===== src/rtl/systolic_read_engine_if.sv =====
// Bundle between the read engine, its two input FIFOs, the controller and the array edges.
interface systolic_read_engine_if #(
  parameter int unsigned datawith   = 16,
  parameter int unsigned array_size = 2
);
  localparam int unsigned VW = datawith * array_size;

  logic          read_start;
  logic          read_done;
  logic          d_rempty;
  logic          d_rinc;
  logic [VW-1:0] d_rdata;
  logic          w_rempty;
  logic          w_rinc;
  logic [VW-1:0] w_rdata;
  logic [VW-1:0] data_out;
  logic [VW-1:0] weight_out;
  logic          shift_en;

  modport slave (
    input  read_start, d_rempty, d_rdata, w_rempty, w_rdata,
    output read_done, d_rinc, w_rinc, data_out, weight_out, shift_en
  );

  modport master (
    output read_start, d_rempty, d_rdata, w_rempty, w_rdata,
    input  read_done, d_rinc, w_rinc, data_out, weight_out, shift_en
  );
endinterface


===== src/rtl/systolic_read_engine.sv =====
// Pops matched data/weight vectors during the read phase and feeds them, lane-skewed,
// into the systolic array edges; pulses read_done once the last vector has entered.
module systolic_read_engine #(
  parameter int unsigned datawith   = 16,
  parameter int unsigned array_size = 2
) (
  input  logic                   clk,
  input  logic                   rst,
  systolic_read_engine_if.slave  bus
);
  localparam int unsigned DW = datawith;
  localparam int unsigned N  = array_size;
  localparam int unsigned CW = $clog2(N + 1);

  typedef enum logic [2:0] {IDLE, FETCH, DRAIN, DONE, HOLD} state_t;

  state_t          state_q, state_n;
  logic [CW-1:0]   pop_cnt_q, pop_cnt_n;
  logic [CW-1:0]   drain_cnt_q, drain_cnt_n;
  logic            pop_d_q;
  logic            shift_en_q;
  logic            read_done_q;

  logic            pop_c;
  logic            adv_c;
  logic            zero_c;
  logic            clr_c;
  logic            last_c;

  // State register plus the pop/strobe flops that follow it.
  always_ff @(posedge clk) begin
    if (!rst) begin
      state_q     <= IDLE;
      pop_cnt_q   <= '0;
      drain_cnt_q <= '0;
      pop_d_q     <= 1'b0;
      shift_en_q  <= 1'b0;
      read_done_q <= 1'b0;
    end else begin
      state_q     <= state_n;
      pop_cnt_q   <= pop_cnt_n;
      drain_cnt_q <= drain_cnt_n;
      pop_d_q     <= pop_c & ~clr_c;
      shift_en_q  <= adv_c;
      read_done_q <= (state_n == DONE);
    end
  end

  // Next-state, pop and advance decisions.
  always_comb begin
    state_n     = state_q;
    pop_cnt_n   = pop_cnt_q;
    drain_cnt_n = drain_cnt_q;
    pop_c       = 1'b0;
    adv_c       = 1'b0;
    zero_c      = 1'b0;
    clr_c       = 1'b0;
    last_c      = 1'b0;

    case (state_q)
      IDLE: begin
        if (bus.read_start) begin
          state_n   = FETCH;
          pop_cnt_n = '0;
        end
      end
      FETCH: begin
        pop_c = ~bus.d_rempty & ~bus.w_rempty & (pop_cnt_q < CW'(N));
        adv_c = pop_d_q;
        if (pop_c) pop_cnt_n = pop_cnt_q + CW'(1);
        if (!bus.read_start) begin
          state_n = IDLE;
          clr_c   = 1'b1;
          adv_c   = 1'b0;
        end else if (pop_c && (pop_cnt_q == CW'(N - 1))) begin
          state_n     = DRAIN;
          drain_cnt_n = '0;
        end
      end
      DRAIN: begin
        // First cycle captures the final beat, then N-1 zero advances flush the skew.
        last_c = pop_d_q ? (N == 1) : ((drain_cnt_q + CW'(1)) == CW'(N - 1));
        if (!bus.read_start) begin
          state_n = IDLE;
          clr_c   = 1'b1;
        end else begin
          adv_c  = 1'b1;
          zero_c = ~pop_d_q;
          if (!pop_d_q) drain_cnt_n = drain_cnt_q + CW'(1);
          if (last_c) state_n = DONE;
        end
      end
      DONE: state_n = HOLD;
      HOLD: begin
        if (!bus.read_start) state_n = IDLE;
      end
      default: state_n = IDLE;
    endcase
  end

  assign bus.d_rinc    = pop_c;
  assign bus.w_rinc    = pop_c;
  assign bus.shift_en  = shift_en_q;
  assign bus.read_done = read_done_q;

  // Per-lane injection: lane i goes through i skew stages before reaching the edge.
  for (genvar i = 0; i < N; i++) begin : g_lane
    logic [DW-1:0] d_in, w_in;
    logic [DW-1:0] d_q, w_q;

    assign d_in = zero_c ? '0 : bus.d_rdata[i*DW +: DW];
    assign w_in = zero_c ? '0 : bus.w_rdata[i*DW +: DW];

    if (i == 0) begin : g_head
      always_ff @(posedge clk) begin
        if (!rst || clr_c) begin
          d_q <= '0;
          w_q <= '0;
        end else if (adv_c) begin
          d_q <= d_in;
          w_q <= w_in;
        end
      end
    end else begin : g_skew
      logic [DW-1:0] d_sk [i];
      logic [DW-1:0] w_sk [i];

      always_ff @(posedge clk) begin
        if (!rst || clr_c) begin
          for (int j = 0; j < i; j++) begin
            d_sk[j] <= '0;
            w_sk[j] <= '0;
          end
          d_q <= '0;
          w_q <= '0;
        end else if (adv_c) begin
          d_sk[0] <= d_in;
          w_sk[0] <= w_in;
          for (int j = 1; j < i; j++) begin
            d_sk[j] <= d_sk[j-1];
            w_sk[j] <= w_sk[j-1];
          end
          d_q <= d_sk[i-1];
          w_q <= w_sk[i-1];
        end
      end
    end

    assign bus.data_out[i*DW +: DW]   = d_q;
    assign bus.weight_out[i*DW +: DW] = w_q;
  end
endmodule


===== src/flat_wrapper.sv =====
// flat-port wrapper written by rule: the top's interface ports become plain ports
module systolic_read_engine_flat 
#(
  parameter int unsigned datawith   = 16,
  parameter int unsigned array_size = 2
)
  (clk, rst, bus_read_start, bus_d_rempty, bus_d_rdata, bus_w_rempty, bus_w_rdata, bus_read_done, bus_d_rinc, bus_w_rinc, bus_data_out, bus_weight_out, bus_shift_en);
  systolic_read_engine_if #(.datawith(datawith), .array_size(array_size)) bus_i ();
  input  logic clk;
  input  logic rst;
  input wire logic [$bits(bus_i.read_start)-1:0] bus_read_start;
  input wire logic [$bits(bus_i.d_rempty)-1:0] bus_d_rempty;
  input wire logic [$bits(bus_i.d_rdata)-1:0] bus_d_rdata;
  input wire logic [$bits(bus_i.w_rempty)-1:0] bus_w_rempty;
  input wire logic [$bits(bus_i.w_rdata)-1:0] bus_w_rdata;
  output wire logic [$bits(bus_i.read_done)-1:0] bus_read_done;
  output wire logic [$bits(bus_i.d_rinc)-1:0] bus_d_rinc;
  output wire logic [$bits(bus_i.w_rinc)-1:0] bus_w_rinc;
  output wire logic [$bits(bus_i.data_out)-1:0] bus_data_out;
  output wire logic [$bits(bus_i.weight_out)-1:0] bus_weight_out;
  output wire logic [$bits(bus_i.shift_en)-1:0] bus_shift_en;
  assign bus_i.read_start = bus_read_start;
  assign bus_i.d_rempty = bus_d_rempty;
  assign bus_i.d_rdata = bus_d_rdata;
  assign bus_i.w_rempty = bus_w_rempty;
  assign bus_i.w_rdata = bus_w_rdata;
  assign bus_read_done = bus_i.read_done;
  assign bus_d_rinc = bus_i.d_rinc;
  assign bus_w_rinc = bus_i.w_rinc;
  assign bus_data_out = bus_i.data_out;
  assign bus_weight_out = bus_i.weight_out;
  assign bus_shift_en = bus_i.shift_en;
  systolic_read_engine #(.datawith(datawith), .array_size(array_size)) u_core (.clk(clk), .rst(rst), .bus(bus_i));
endmodule

===== config.mk =====
export PLATFORM = sky130hd
export DESIGN_NAME = systolic_read_engine_flat
export DESIGN_NICKNAME = d
export VERILOG_FILES = /design/src/rtl/systolic_read_engine_if.sv /design/src/rtl/systolic_read_engine.sv /design/src/flat_wrapper.sv
export SDC_FILE = /design/constraint.sdc
export NUM_CORES = 1
export LEC_CHECK = 0
export CAP_MARGIN = 20
export CORE_ASPECT_RATIO = 0.6
export CORE_MARGIN = 3
export CORE_UTILIZATION = 40
export CTS_CLUSTER_DIAMETER = 50
export CTS_CLUSTER_SIZE = 40
export DETAILED_ROUTE_END_ITERATION = 16
export PLACE_DENSITY_LB_ADDON = 0.2
export SYNTH_ARGS = -nofsm -noshare
export SYNTH_HDL_FRONTEND = slang
export SYNTH_SLANG_ARGS = --single-unit

===== constraint.sdc =====
create_clock -name clk -period 4.9 [get_ports clk]
set_input_delay 0.735 -clock clk [delete_from_list [all_inputs] [get_ports clk]]
set_output_delay 0.735 -clock clk [all_outputs]
set_load 0.005 [all_outputs]

==> results of run 1 <==
## sequential cells by signal (all words and copies together), names as in the netlist
| register | cells |
|---|---|
| u_core.bus.read_done | 1 |
| u_core.bus.shift_en | 1 |
| u_core.drain_cnt_q | 2 |
| u_core.g_lane.d_q | 32 |
| u_core.g_lane.g_skew.d_sk | 16 |
| u_core.g_lane.g_skew.w_sk | 16 |
| u_core.g_lane.w_q | 32 |
| u_core.pop_cnt_q | 2 |
| u_core.pop_d_q | 1 |
| u_core.state_q | 3 |
## metal layers
layer	GRT usage	vias up	share of wire
met5	0	-	0
met4	0.0436	0	0.0087
met3	0.0698	6	0.082
met2	0.246	89	0.44
met1	0.208	1340	0.47
li1	-	1435	-
## cells in the final DEF, fill, tap and decap left out, drive strengths merged, types with 6 or more instances in the layout
cell / synthesis / final
inv: 5 / 6
nand2b: 6 / 6
a22o: 36 / 36
nand2: 63 / 63
clkdlybuf4s50: 0 / 136
and2: 32 / 32
a21oi: 31 / 31
edfxtp: 32 / 32
dfxtp: 74 / 74
clkbuf: 4 / 10
## stage by stage
stage	power (W)	cell area [um2]	hold WS, ns
after floorplan	0.000973	3850	0.435
after global placement	0.00104	5260	0.442
after detailed placement	0.00104	5290	0.440
after CTS	0.00188	5650	0.456
after global routing	0.00193	5660	0.478
final	0.00187	5660	0.455
## power breakdown
group / total (W) / leakage, nW / internal [W] / switching, W
clock network: 0.000841 / 0.172 / 0.000530 / 0.000311
registers: 0.000924 / 0.932 / 0.000917 / 0.00000642
logic: 0.000101 / 0.916 / 0.0000619 / 0.0000393
## critical path: stages
cell and delay (ns):
sky130_fd_sc_hd__clkdlybuf4s50_1 0.41, sky130_fd_sc_hd__or3_1 0.36, sky130_fd_sc_hd__nor3_1 0.27, sky130_fd_sc_hd__clkdlybuf4s50_1 0.57
## worst max path at each step
| stage | slack (ns) | to | cells after the start |
|---|---|---|---|
| floorplan | 2.55 | u_core.g_lane[1].g_skew.d_sk[0][0]$_SDFFCE_PP0P_ | 4 |
| global placement | 1.64 | u_core.g_lane[1].g_skew.w_sk[0][7]$_SDFFCE_PP0P_ | 6 |
| detailed placement | 1.81 | u_core.g_lane[1].g_skew.w_sk[0][5]$_SDFFCE_PP0P_ | 7 |
| CTS | 1.80 | bus_d_rinc | 4 |
| global route | 1.71 | bus_d_rinc | 4 |
| finish | 1.81 | bus_d_rinc | 4 |
## area by class of cell
| class | count | area [um2] |
|---|---|---|
| repair buffers | 141 | 1430 |
| inverters | 5 | 18.8 |
| well taps | 130 | 163 |
| multi-input cells | 206 | 1250 |
| fillers | 770 | 3600 |
| clock buffers | 10 | 250 |
| flip-flops and latches | 106 | 2440 |
| clock inverters | 6 | 110 |
## cell families (layout without fill, tap and decap cells)
group | after synthesis | in the layout | synth area share
DFF | 106 | 106 | 0.634
muxes | 3 | 3 | 0.00780
and+or+nand+nor | 124 | 124 | 0.164
buffers and inverters | 26 | 162 | 0.0451
adders and majority gates | 2 | 2 | 0.00649
AOI/OAI and AO/OA | 77 | 77 | 0.142
==> results.md, run 1 <==
* Run status: complete, no violations
* Core region area at between 9000 and 10000 um2
* Final Setup Violations at 0
* Wire length reported by the detailed router at around 9000 um
* Setup clock skew after layout at 0.00558 ns
* Total negative slack at 0 ns
* Count of TritonRoute iterations in the first routing pass at 4
* Weighted congestion reported at the end of routability-driven placement at roughly 0.9
* Net total in the final layout at 540
* Die X-Extent at about 130 um
* Worst-case reg-to-reg path depth at 6
* Data required time at the worst endpoint at 4.16 ns
* Num CTS Buffers at 9
* Final count of hold timing violations at 0
* Critical path endpoint category: output port
* Startpoint kind of the worst setup timing path: primary input
* Final Max Slew Viols at 0
* Global-route usage over all layers at 0.160
* Launching element of the worst setup path: bus_w_rempty
* Antenna violations before repair at 0
* Pin count of the biggest net entering global routing at 44
* Floorplan die height at about 82 um
* Maxcap violations at 0
* Die area at approximately 11000 um2
* Final routed DRC violation total at 0
* Resized cells post-CTS at 0
* Post-synthesis net count at a little over 400
* End point of the worst hold path: u_core.g_lane[1].d_q[6]$_SDFFE_PP0P_
* Post-synth top flop: sky130_fd_sc_hd__dfxtp_1
* Clock slew seen by the registers of the worst setup and hold paths at 0.07 ns
* Synthesized netlist cell count at ~340
* Data arrival time at the worst-slack endpoint at around 2.4 ns
* Most used standard cells in the synthesized netlist: 74 x sky130_fd_sc_hd__dfxtp_1, 63 x sky130_fd_sc_hd__nand2_1, 36 x sky130_fd_sc_hd__a22o_1
* Cell Pwr Density at ~330 nW/um2
* Effective utilization at floorplan at 0.416
* Largest cells by area after synthesis: sky130_fd_sc_hd__dfxtp_1 38%, sky130_fd_sc_hd__edfxtp_1 25%, sky130_fd_sc_hd__a22o_1 8.2%, sky130_fd_sc_hd__nand2_1 6.1%, sky130_fd_sc_hd__and2_1 5.2%
* Clock tree from TritonCTS: yes
* Detailed placer's ending HPWL at 6230 um
* Start point of the worst hold path: u_core.g_lane[1].d_q[6]$_SDFFE_PP0P_
* Maximum resistive drop on vdd at ~0.25 mV
* Share of the synthesized area in the top cell type at 0.385
* Count of cells along the worst hold path at 2
* GRT overflow at 0
* Critical R2R Capture: u_core.g_lane[1].g_skew.w_sk[0][6]$_SDFFCE_PP0P_
* Cell type with the largest total area after synthesis: sky130_fd_sc_hd__dfxtp_1
* Number of sinks handled by clock tree synthesis at between 100 and 150
* Share of async-settable or async-resettable flops after synthesis at 0
* Count of hold buffers inserted by post-cts repair at 0
* Worst-case setup margin in the final layout at 1.81 ns
* Number of storage elements in the synthesis netlist at between 100 and 150
* Total placed cells including tap cells at 587
* Final design utilization at 0.612
* Via total after detailed routing at about 2900
* Wire length per cell after detailed routing at between 10 and 15 um
* Count of antenna diodes in the layout at 0
* Worst reg2reg startpoint: u_core.state_q[0]$_SDFF_PN0_
* Largest fanout on the critical path at 3
* Detail-routed via count per cell at about 4.8
* Final min period at 3.09 ns
* Fmax at ~320 MHz
* Share of the yosys chip area belonging to registers at 0.634
* Row Count at 27
* Vias in the first global route at between 2000 and 3000
* Dpl ws at 1.81 ns
* Cell area after technology mapping at approximately 3900 um2
* Post-CTS Setup Inserts at 0
* Global-route wire length before repair at between 10000 and 15000 um
* Worst-Margin Slew at about 0.93 ns
* Number of I/O pins at 137
* Number of DRC markers after the initial detailed-route iteration at 204
* Max-Slew Margin vs Limit at 0.381
* Source-to-sink clock delay at the later pin of the worst-skew pair at approximately 0.33 ns
* CTS Buffer Depth at 2
* Synthesis-to-layout area growth at 46.9%
* Count of distinct cell types in the synthesized netlist at 37
* Post-DRT Antenna Nets at 0
* Post-Syn Area per Cell at 11.4 um2
* Number of levels in the clock H-tree at 3
* Fin crit share at 0.631
* Proportion of layout cells with a drive suffix above 1 at 0.0549
* Leakage at 2.02 nW
* Port buffer count at 136
* Post-route insts no fill at around 600
* Count of warnings emitted by yosys at 0
* Cell with the most instances after synthesis: sky130_fd_sc_hd__dfxtp_1
* Unrepaired setup endpoints after global routing: no
* Setup slack, reg-to-reg at 2.51 ns
* Worst min path class: register to register
* Worst Setup Path Type: primary input to output port
* Number of synthesized flops with an enable pin at 32
* Clock tree root driver cell: sky130_fd_sc_hd__clkbuf_16
Power figures use the tool's default switching activity.
==> run 2, diff against run 1 <==
Clock period 4.9 ns to 2.7 ns, I/O delays scaled along.
==> results.md, run 2 (synthesis results as in run 1) <==
* Run status: complete, no violations (unchanged)
* Floorplan die height at 82.0 um (unchanged)
* Die X-Extent at 133 um (unchanged)
* Setup clock skew after layout at 0.00910 ns (was 0.00558 ns)
* Worst min path class: register to register (unchanged)
* Max-Slew Margin vs Limit at 0.420 (was 0.381)
* Cell Pwr Density at 543 nW/um2 (was 330 nW/um2)
* Multi-input gate area in the final layout at 1250 um2 (unchanged)
* Clock slew seen by the registers of the worst setup and hold paths at 0.06 ns (was 0.07 ns)
* End point of the worst hold path: u_core.g_lane[1].w_q[12]$_SDFFE_PP0P_ (was u_core.g_lane[1].d_q[6]$_SDFFE_PP0P_)
* Port buffer count at 136 (unchanged)
* Flip-flop and latch area at 2440 um2 (unchanged)
* Top delay family on crit path: buffers and inverters (unchanged)
* Global-route wire length before repair at 13700 um (was 13800 um)
* Count of TritonRoute iterations in the first routing pass at 4 (unchanged)
* Fin crit share at 0.893
* Maximum resistive drop on vdd at 0.382 mV (was 0.249 mV)
* Proportion of layout cells with a drive suffix above 1 at 0.0566 (was 0.0549)
* Row Count at 27 (unchanged)
* Largest fanout on the critical path at 3 (unchanged)
* Maxcap violations at 0 (unchanged)
* Fmax at a little over 400 MHz
* Leakage at 1.99 nW (was 2.02 nW)
* Clock tree root driver cell: sky130_fd_sc_hd__clkbuf_16 (unchanged)
* CTS Buffer Depth at 2 (unchanged)
* Global-route usage over all layers at 0.160 (about the same)
* Weighted congestion reported at the end of routability-driven placement at 0.840 (was 0.897)
* Number of sinks handled by clock tree synthesis at 106 (unchanged)
* Post-DRT Antenna Nets at 0 (unchanged)
* Slowest stage delay, CP at 0.56 ns (was 0.57 ns)
* Data arrival time at the worst-slack endpoint at 2.01 ns (was 2.36 ns)
* Worst-Margin Slew at 0.870 ns (was 0.929 ns)
* Seq pwr share at 0.553 (was 0.495)
* Critical R2R Capture: u_core.g_lane[1].w_q[13]$_SDFFE_PP0P_ (was u_core.g_lane[1].g_skew.w_sk[0][6]$_SDFFCE_PP0P_)
* Core region area at 9260 um2 (unchanged)
* Resized cells post-CTS at 0 (unchanged)
* Psw at 0.000603 W (was 0.000357 W)
* Critical path endpoint category: output port (unchanged)
* Proportion of power drawn by the clock network at 0.387 (was 0.451)
* Cell-internal power at 0.00243 W (was 0.00151 W)
* Worst-case reg-to-reg path depth at 4 (was 6)
* Worst reg2reg startpoint: u_core.state_q[0]$_SDFF_PN0_ (unchanged)
* Fraction of power spent switching nets at 0.199 (was 0.191)
* Count of antenna diodes in the layout at 0 (unchanged)
* Clock tree from TritonCTS: yes (unchanged)
* Final Max Slew Viols at 0 (unchanged)
* GRT overflow at 0 (unchanged)
* Most Frequent Cell on Critical Path: sky130_fd_sc_hd__clkdlybuf4s50_1 (unchanged)
* Final routed DRC violation total at 0 (unchanged)
* Total negative slack at 0 ns (unchanged)
* Largest regs: u_core.g_lane.d_q: 32 flops, u_core.g_lane.w_q: 32 flops (unchanged)
* Synthesis-to-layout area growth at 44.7% (was 46.9%)
* Post-CTS Setup Inserts at 0 (unchanged)
* Number of DRC markers after the initial detailed-route iteration at 143 (was 204)
* Combinational cell fraction of total power at 0.060 (was 0.054)
* Final count of hold timing violations at 0 (unchanged)
* Final min period at 2.41 ns
* Effective utilization at floorplan at 0.416 (unchanged)
* Setup slack, reg-to-reg at 0.84 ns (was 2.51 ns)
* Net total in the final layout at 543 (was 540)
* Pin count of the biggest net entering global routing at 44 (unchanged)
* Worst Setup Path Type: primary input to output port (unchanged)
* Series of cell instances along the critical path: clkdlybuf4s50_1 > or3_1 > nor3_1 > clkdlybuf4s50_1 (unchanged)
* Vias in the first global route at 2795 (was 2746)
* Count of cells along the worst hold path at 2 (unchanged)
* Commonest cells after routing, fill and taps aside: 136 x sky130_fd_sc_hd__clkdlybuf4s50_1, 74 x sky130_fd_sc_hd__dfxtp_1, 63 x sky130_fd_sc_hd__nand2_1 (unchanged)
* Filler cell count at 798 (was 770)
* Die area at 10900 um2 (unchanged)
* Number of levels in the clock H-tree at 3 (unchanged)
* Wire length reported by the detailed router at 8630 um (was 8740 um)
* Detailed placer's ending HPWL at 6170 um (was 6230 um)
* Unrepaired setup endpoints after global routing: no (unchanged)
* Final design utilization at 0.602 (was 0.612)
* Startpoint kind of the worst setup timing path: primary input (unchanged)
* Source-to-sink clock delay at the later pin of the worst-skew pair at 0.33 ns (about the same)
* Num CTS Buffers at 9 (unchanged)
* Detail-routed via count per cell at 4.72 (was 4.75)
* Start point of the worst hold path: u_core.g_lane[1].w_q[12]$_SDFFE_PP0P_ (was u_core.g_lane[1].d_q[6]$_SDFFE_PP0P_)
* Via total after detailed routing at 2864 (was 2870)
* Wire length per cell after detailed routing at 14.2 um (was 14.5 um)
* Crit path buffers/inverters at 2 (unchanged)
* Antenna violations before repair at 0 (unchanged)
* Number of I/O pins at 137 (unchanged)
* Data required time at the worst endpoint at 2.30 ns (was 4.16 ns)
* Final Setup Violations at 0 (unchanged)
* Count of hold buffers inserted by post-cts repair at 0 (unchanged)
* Most common cell after layout, fill and taps aside: sky130_fd_sc_hd__clkdlybuf4s50_1 (unchanged)
* Critical Path Slowest Stage Cell: sky130_fd_sc_hd__clkdlybuf4s50_1 (unchanged)
run 2: worst register-to-register path: cells and delay by family, from the launching register on:
kind,cells,cell delay [ns]
compound gates,2,0.89
flops,1,0.52
simple gates,2,0.39
run 2: area by class of cell:
| class | instances | area share |
|---|---|---|
| Sequential cell | 106 | 0.438 |
| Timing Repair Buffer | 144 | 0.257 |
| Clock buffer | 13 | 0.0449 |
| Multi-Input combinational cell | 206 | 0.224 |
| Inverter | 5 | 0.00337 |
| Clock inverter | 3 | 0.00292 |
| Tap cell | 130 | 0.0292 |
run 2: metal layers:
layer	vias to the layer above	GRT usage	routed length [um]
li1	1438	-	-
met3	5	0.0649	639
met4	0	0.0446	63
met1	1335	0.203	3860
met2	86	0.257	4070
met5	-	0	0
run 2: metrics by stage:
| stage | setup WS (ns) | power (W) | cells | hold slack, ns | area, um2 |
|---|---|---|---|---|---|
| after floorplan | 0.622 | 0.00177 | 338 | 0.435 | 3850 |
| after global placement | 0.307 | 0.00189 | 591 | 0.442 | 5310 |
| after detailed placement | 0.270 | 0.00189 | 591 | 0.446 | 5310 |
| after CTS | 0.266 | 0.00307 | 607 | 0.456 | 5570 |
| after global routing | 0.162 | 0.00313 | 607 | 0.480 | 5570 |
| final | 0.289 | 0.00303 | 607 | 0.453 | 5570 |
run 2: how the worst max path moves through the flow:
stage	slack (ns)	cells past startpoint	start	end
finish	0.29	4	bus_w_rempty	bus_d_rinc
floorplan	0.62	6	u_core.state_q[0]$_SDFF_PN0_	u_core.g_lane[1].g_skew.d_sk[0][0]$_SDFFCE_PP0P_
detailed placement	0.27	4	bus_w_rempty	bus_d_rinc
CTS	0.27	4	bus_w_rempty	bus_d_rinc
global placement	0.31	4	bus_w_rempty	bus_d_rinc
global route	0.16	4	bus_w_rempty	bus_d_rinc
run 2: power by group through the flow:
stage               sequential [W]  clock, W  combinational (W)
floorplan                  0.00171         0          0.0000584
detailed placement         0.00171         0           0.000183
global placement           0.00171         0           0.000181
finish                     0.00168   0.00117           0.000181
CTS                        0.00168   0.00121           0.000183
global route               0.00168   0.00126           0.000198
==> run 3, diff against run 2 <==
Settings changed: CORE_ASPECT_RATIO 0.6 to 1.4.
==> results.md, run 3 (synthesis results as in run 1) <==
* Setup clock skew after layout at 0.00629 ns (was 0.00910 ns)
* Global Route met1 Usage at 0.201 (was 0.203)
* Commonest cells after routing, fill and taps aside: 136 x sky130_fd_sc_hd__clkdlybuf4s50_1, 74 x sky130_fd_sc_hd__dfxtp_1, 63 x sky130_fd_sc_hd__nand2_1 (unchanged)
* Pin count of the biggest net entering global routing at 65 (was 44)
* Die area at 10900 um2 (about the same)
* GR met2 Demand/Resource at 0.272 (was 0.257)
* Clock slew seen by the registers of the worst setup and hold paths at 0.07 ns (was 0.06 ns)
* Net total in the final layout at 540 (was 543)
* CTS Buffer Depth at 2 (unchanged)
* Post-CTS Setup Inserts at 0 (unchanged)
* Synthesis-to-layout area growth at 45.2% (was 44.7%)
* Worst Setup Path Type: primary input to output port (unchanged)
* Instance area after placement at 5280 um2 (was 5310 um2)
* Fmax at 411 MHz (was 415 MHz)
* Series of cell instances along the critical path: clkdlybuf4s50_1 > or3_1 > nor3_1 > clkdlybuf4s50_1 (unchanged)
* GRT overflow at 0 (unchanged)
* Crit path buffers/inverters at 2 (unchanged)
* Number of sinks handled by clock tree synthesis at 106 (unchanged)
* Critical path endpoint category: output port (unchanged)
* Largest fanout on the critical path at 3 (unchanged)
* Clock tree root driver cell: sky130_fd_sc_hd__clkbuf_16 (unchanged)
* Antenna violations before repair at 0 (unchanged)
* Final routed DRC violation total at 0 (unchanged)
* Maxcap violations at 0 (unchanged)
* Critical Path Slowest Stage Cell: sky130_fd_sc_hd__clkdlybuf4s50_1 (unchanged)
* Detailed placer's ending HPWL at 6150 um (was 6170 um)
* Die X-Extent at 88.9 um (was 133 um)
* Worst-case setup margin in the final layout at 0.266 ns (was 0.289 ns)
* Source-to-sink clock delay at the later pin of the worst-skew pair at 0.34 ns (was 0.33 ns)
* Data arrival time at the worst-slack endpoint at 2.03 ns (was 2.01 ns)
* Resized cells post-CTS at 0 (unchanged)
* Detail-routed via count per cell at 4.97 (was 4.72)
* Run status: complete, no violations (unchanged)
* Proportion of layout cells with a drive suffix above 1 at 0.0549 (was 0.0566)
* Clock tree from TritonCTS: yes (unchanged)
* Via total after detailed routing at 2886 (was 2864)
* Most Frequent Cell on Critical Path: sky130_fd_sc_hd__clkdlybuf4s50_1 (unchanged)
* Largest regs: u_core.g_lane.d_q: 32 flops, u_core.g_lane.w_q: 32 flops (unchanged)
* Count of hold buffers inserted by post-cts repair at 0 (unchanged)
* Post-DRT Antenna Nets at 0 (unchanged)
* Worst min path class: register to register (unchanged)
* Final count of hold timing violations at 0 (unchanged)
* Port buffer count at 136 (unchanged)
* Max-Slew Margin vs Limit at 0.379 (was 0.420)
* Met3 Resource Use GR at 0.0460 (was 0.0649)
* Maximum resistive drop on vdd at 0.358 mV (was 0.382 mV)
* Global-route wire length before repair at 13700 um (unchanged)
* Worst reg2reg startpoint: u_core.state_q[0]$_SDFF_PN0_ (unchanged)
* Final Setup Violations at 0 (unchanged)
* Number of levels in the clock H-tree at 3 (unchanged)
* Most common cell after layout, fill and taps aside: sky130_fd_sc_hd__clkdlybuf4s50_1 (unchanged)
* Launching element of the worst setup path: bus_w_rempty (unchanged)
* Row Count at 41 (was 27)
* Data required time at the worst endpoint at 2.30 ns (about the same)
* Vias in the first global route at 2810 (was 2795)
* Total negative slack at 0 ns (unchanged)
* Slowest stage delay, CP at 0.57 ns (was 0.56 ns)
* Unrepaired setup endpoints after global routing: no (unchanged)
* Filler cell count at 754 (was 798)
* Final Max Slew Viols at 0 (unchanged)
* Leakage at 2.00 nW (was 1.99 nW)
* Cell Pwr Density at 576 nW/um2 (was 543 nW/um2)
* Worst-Margin Slew at 0.931 ns (was 0.870 ns)
* Fin crit share at 0.902 (was 0.893)
* Wire length per cell after detailed routing at 15.2 um (was 14.2 um)
* Count of antenna diodes in the layout at 0 (unchanged)
* Final min period at 2.43 ns (was 2.41 ns)
* Count of TritonRoute iterations in the first routing pass at 4 (unchanged)
* Effective utilization at floorplan at 0.420 (was 0.416)
* Dpl ws at 0.283 ns (was 0.270 ns)
* Startpoint kind of the worst setup timing path: primary input (unchanged)
* Floorplan die height at 122 um (was 82.0 um)
* Layer carrying the most global-route usage: met2 (unchanged)
* Weighted congestion reported at the end of routability-driven placement at 0.793 (was 0.840)
* Post-route standard cell area excluding fillers at 5590 um2 (was 5570 um2)
* Global-route usage over all layers at 0.167 (was 0.160)
* Number of I/O pins at 137 (unchanged)
* Wire length reported by the detailed router at 8810 um (was 8630 um)
* Start point of the worst hold path: u_core.g_lane[1].d_q[9]$_SDFFE_PP0P_ (was u_core.g_lane[1].w_q[12]$_SDFFE_PP0P_)
* Top delay family on crit path: buffers and inverters (unchanged)
* Sum of internal, switching and leakage power at 0.00322 W (was 0.00303 W)
* Core region area at 9180 um2 (was 9260 um2)
* Number of DRC markers after the initial detailed-route iteration at 130 (was 143)
* Num CTS Buffers at 9 (unchanged)
## run 3: cell types whose count changed in the layout (fill, tap and decap cells not counted), moves of 2 or more
| cell | before | now |
|---|---|---|
| sky130_fd_sc_hd__clkbuf_1 | 3 | 0 |
| sky130_fd_sc_hd__bufinv_16 | 0 | 2 |
| sky130_fd_sc_hd__buf_4 | 7 | 3 |
| sky130_fd_sc_hd__clkinvlp_4 | 0 | 2 |
## run 3: final cells by class
type                    instances  area (um2)  area share
clock buffers                   9         225      0.0403
clock inverters                 7        92.6      0.0166
inverters                       5        18.8     0.00335
multi-input cells             206        1260       0.225
flip-flops and latches        106        2440       0.437
well taps                     107         134      0.0239
repair buffers                141        1420       0.255
## run 3: worst reg2reg max path, stage by stage, from the launching register on
cell and delay [ns]:
sky130_fd_sc_hd__dfxtp_1 0.53, sky130_fd_sc_hd__nand2b_2 0.24, sky130_fd_sc_hd__a21o_1 0.75, sky130_fd_sc_hd__nand2_1 0.15, sky130_fd_sc_hd__a21oi_1 0.17
## run 3: worst paths after layout
check	to	slack, ns	depth (start not counted)
hold reg to reg	u_core.g_lane[1].d_q[9]$_SDFFE_PP0P_	0.46	2
setup / recovery	bus_d_rinc	0.27	4
hold / removal	u_core.g_lane[1].d_q[9]$_SDFFE_PP0P_	0.46	2
setup reg to reg	u_core.g_lane[1].w_q[7]$_SDFFE_PP0P_	0.79	4
## run 3: layer usage
metal | routed length (um) | share of wire | up-vias
li1 | - | - | 1444
met1 | 3600 | 0.41 | 1328
met2 | 4460 | 0.51 | 99
met3 | 559 | 0.063 | 15
met4 | 200 | 0.023 | 0
met5 | 0 | 0 | -
## run 3: through the flow
step | utilization | hold WS (ns) | std cells
3_3_place_gp | 0.575 | 0.441 | 565
4_1_cts | 0.609 | 0.457 | 581
6_report | 0.609 | 0.456 | 581
5_1_grt | 0.609 | 0.475 | 581
3_5_place_dp | 0.575 | 0.447 | 565
2_1_floorplan | - | 0.435 | 338
## run 3: power breakdown
group | leakage (nW) | total, W | switching, W | internal [W]
Combinational | 0.918 | 0.000181 | 0.0000706 | 0.000110
Clock | 0.149 | 0.00136 | 0.000554 | 0.000810
Sequential | 0.932 | 0.00168 | 0.0000113 | 0.00167
Total | 2.00 | 0.00322 | 0.000636 | 0.00259
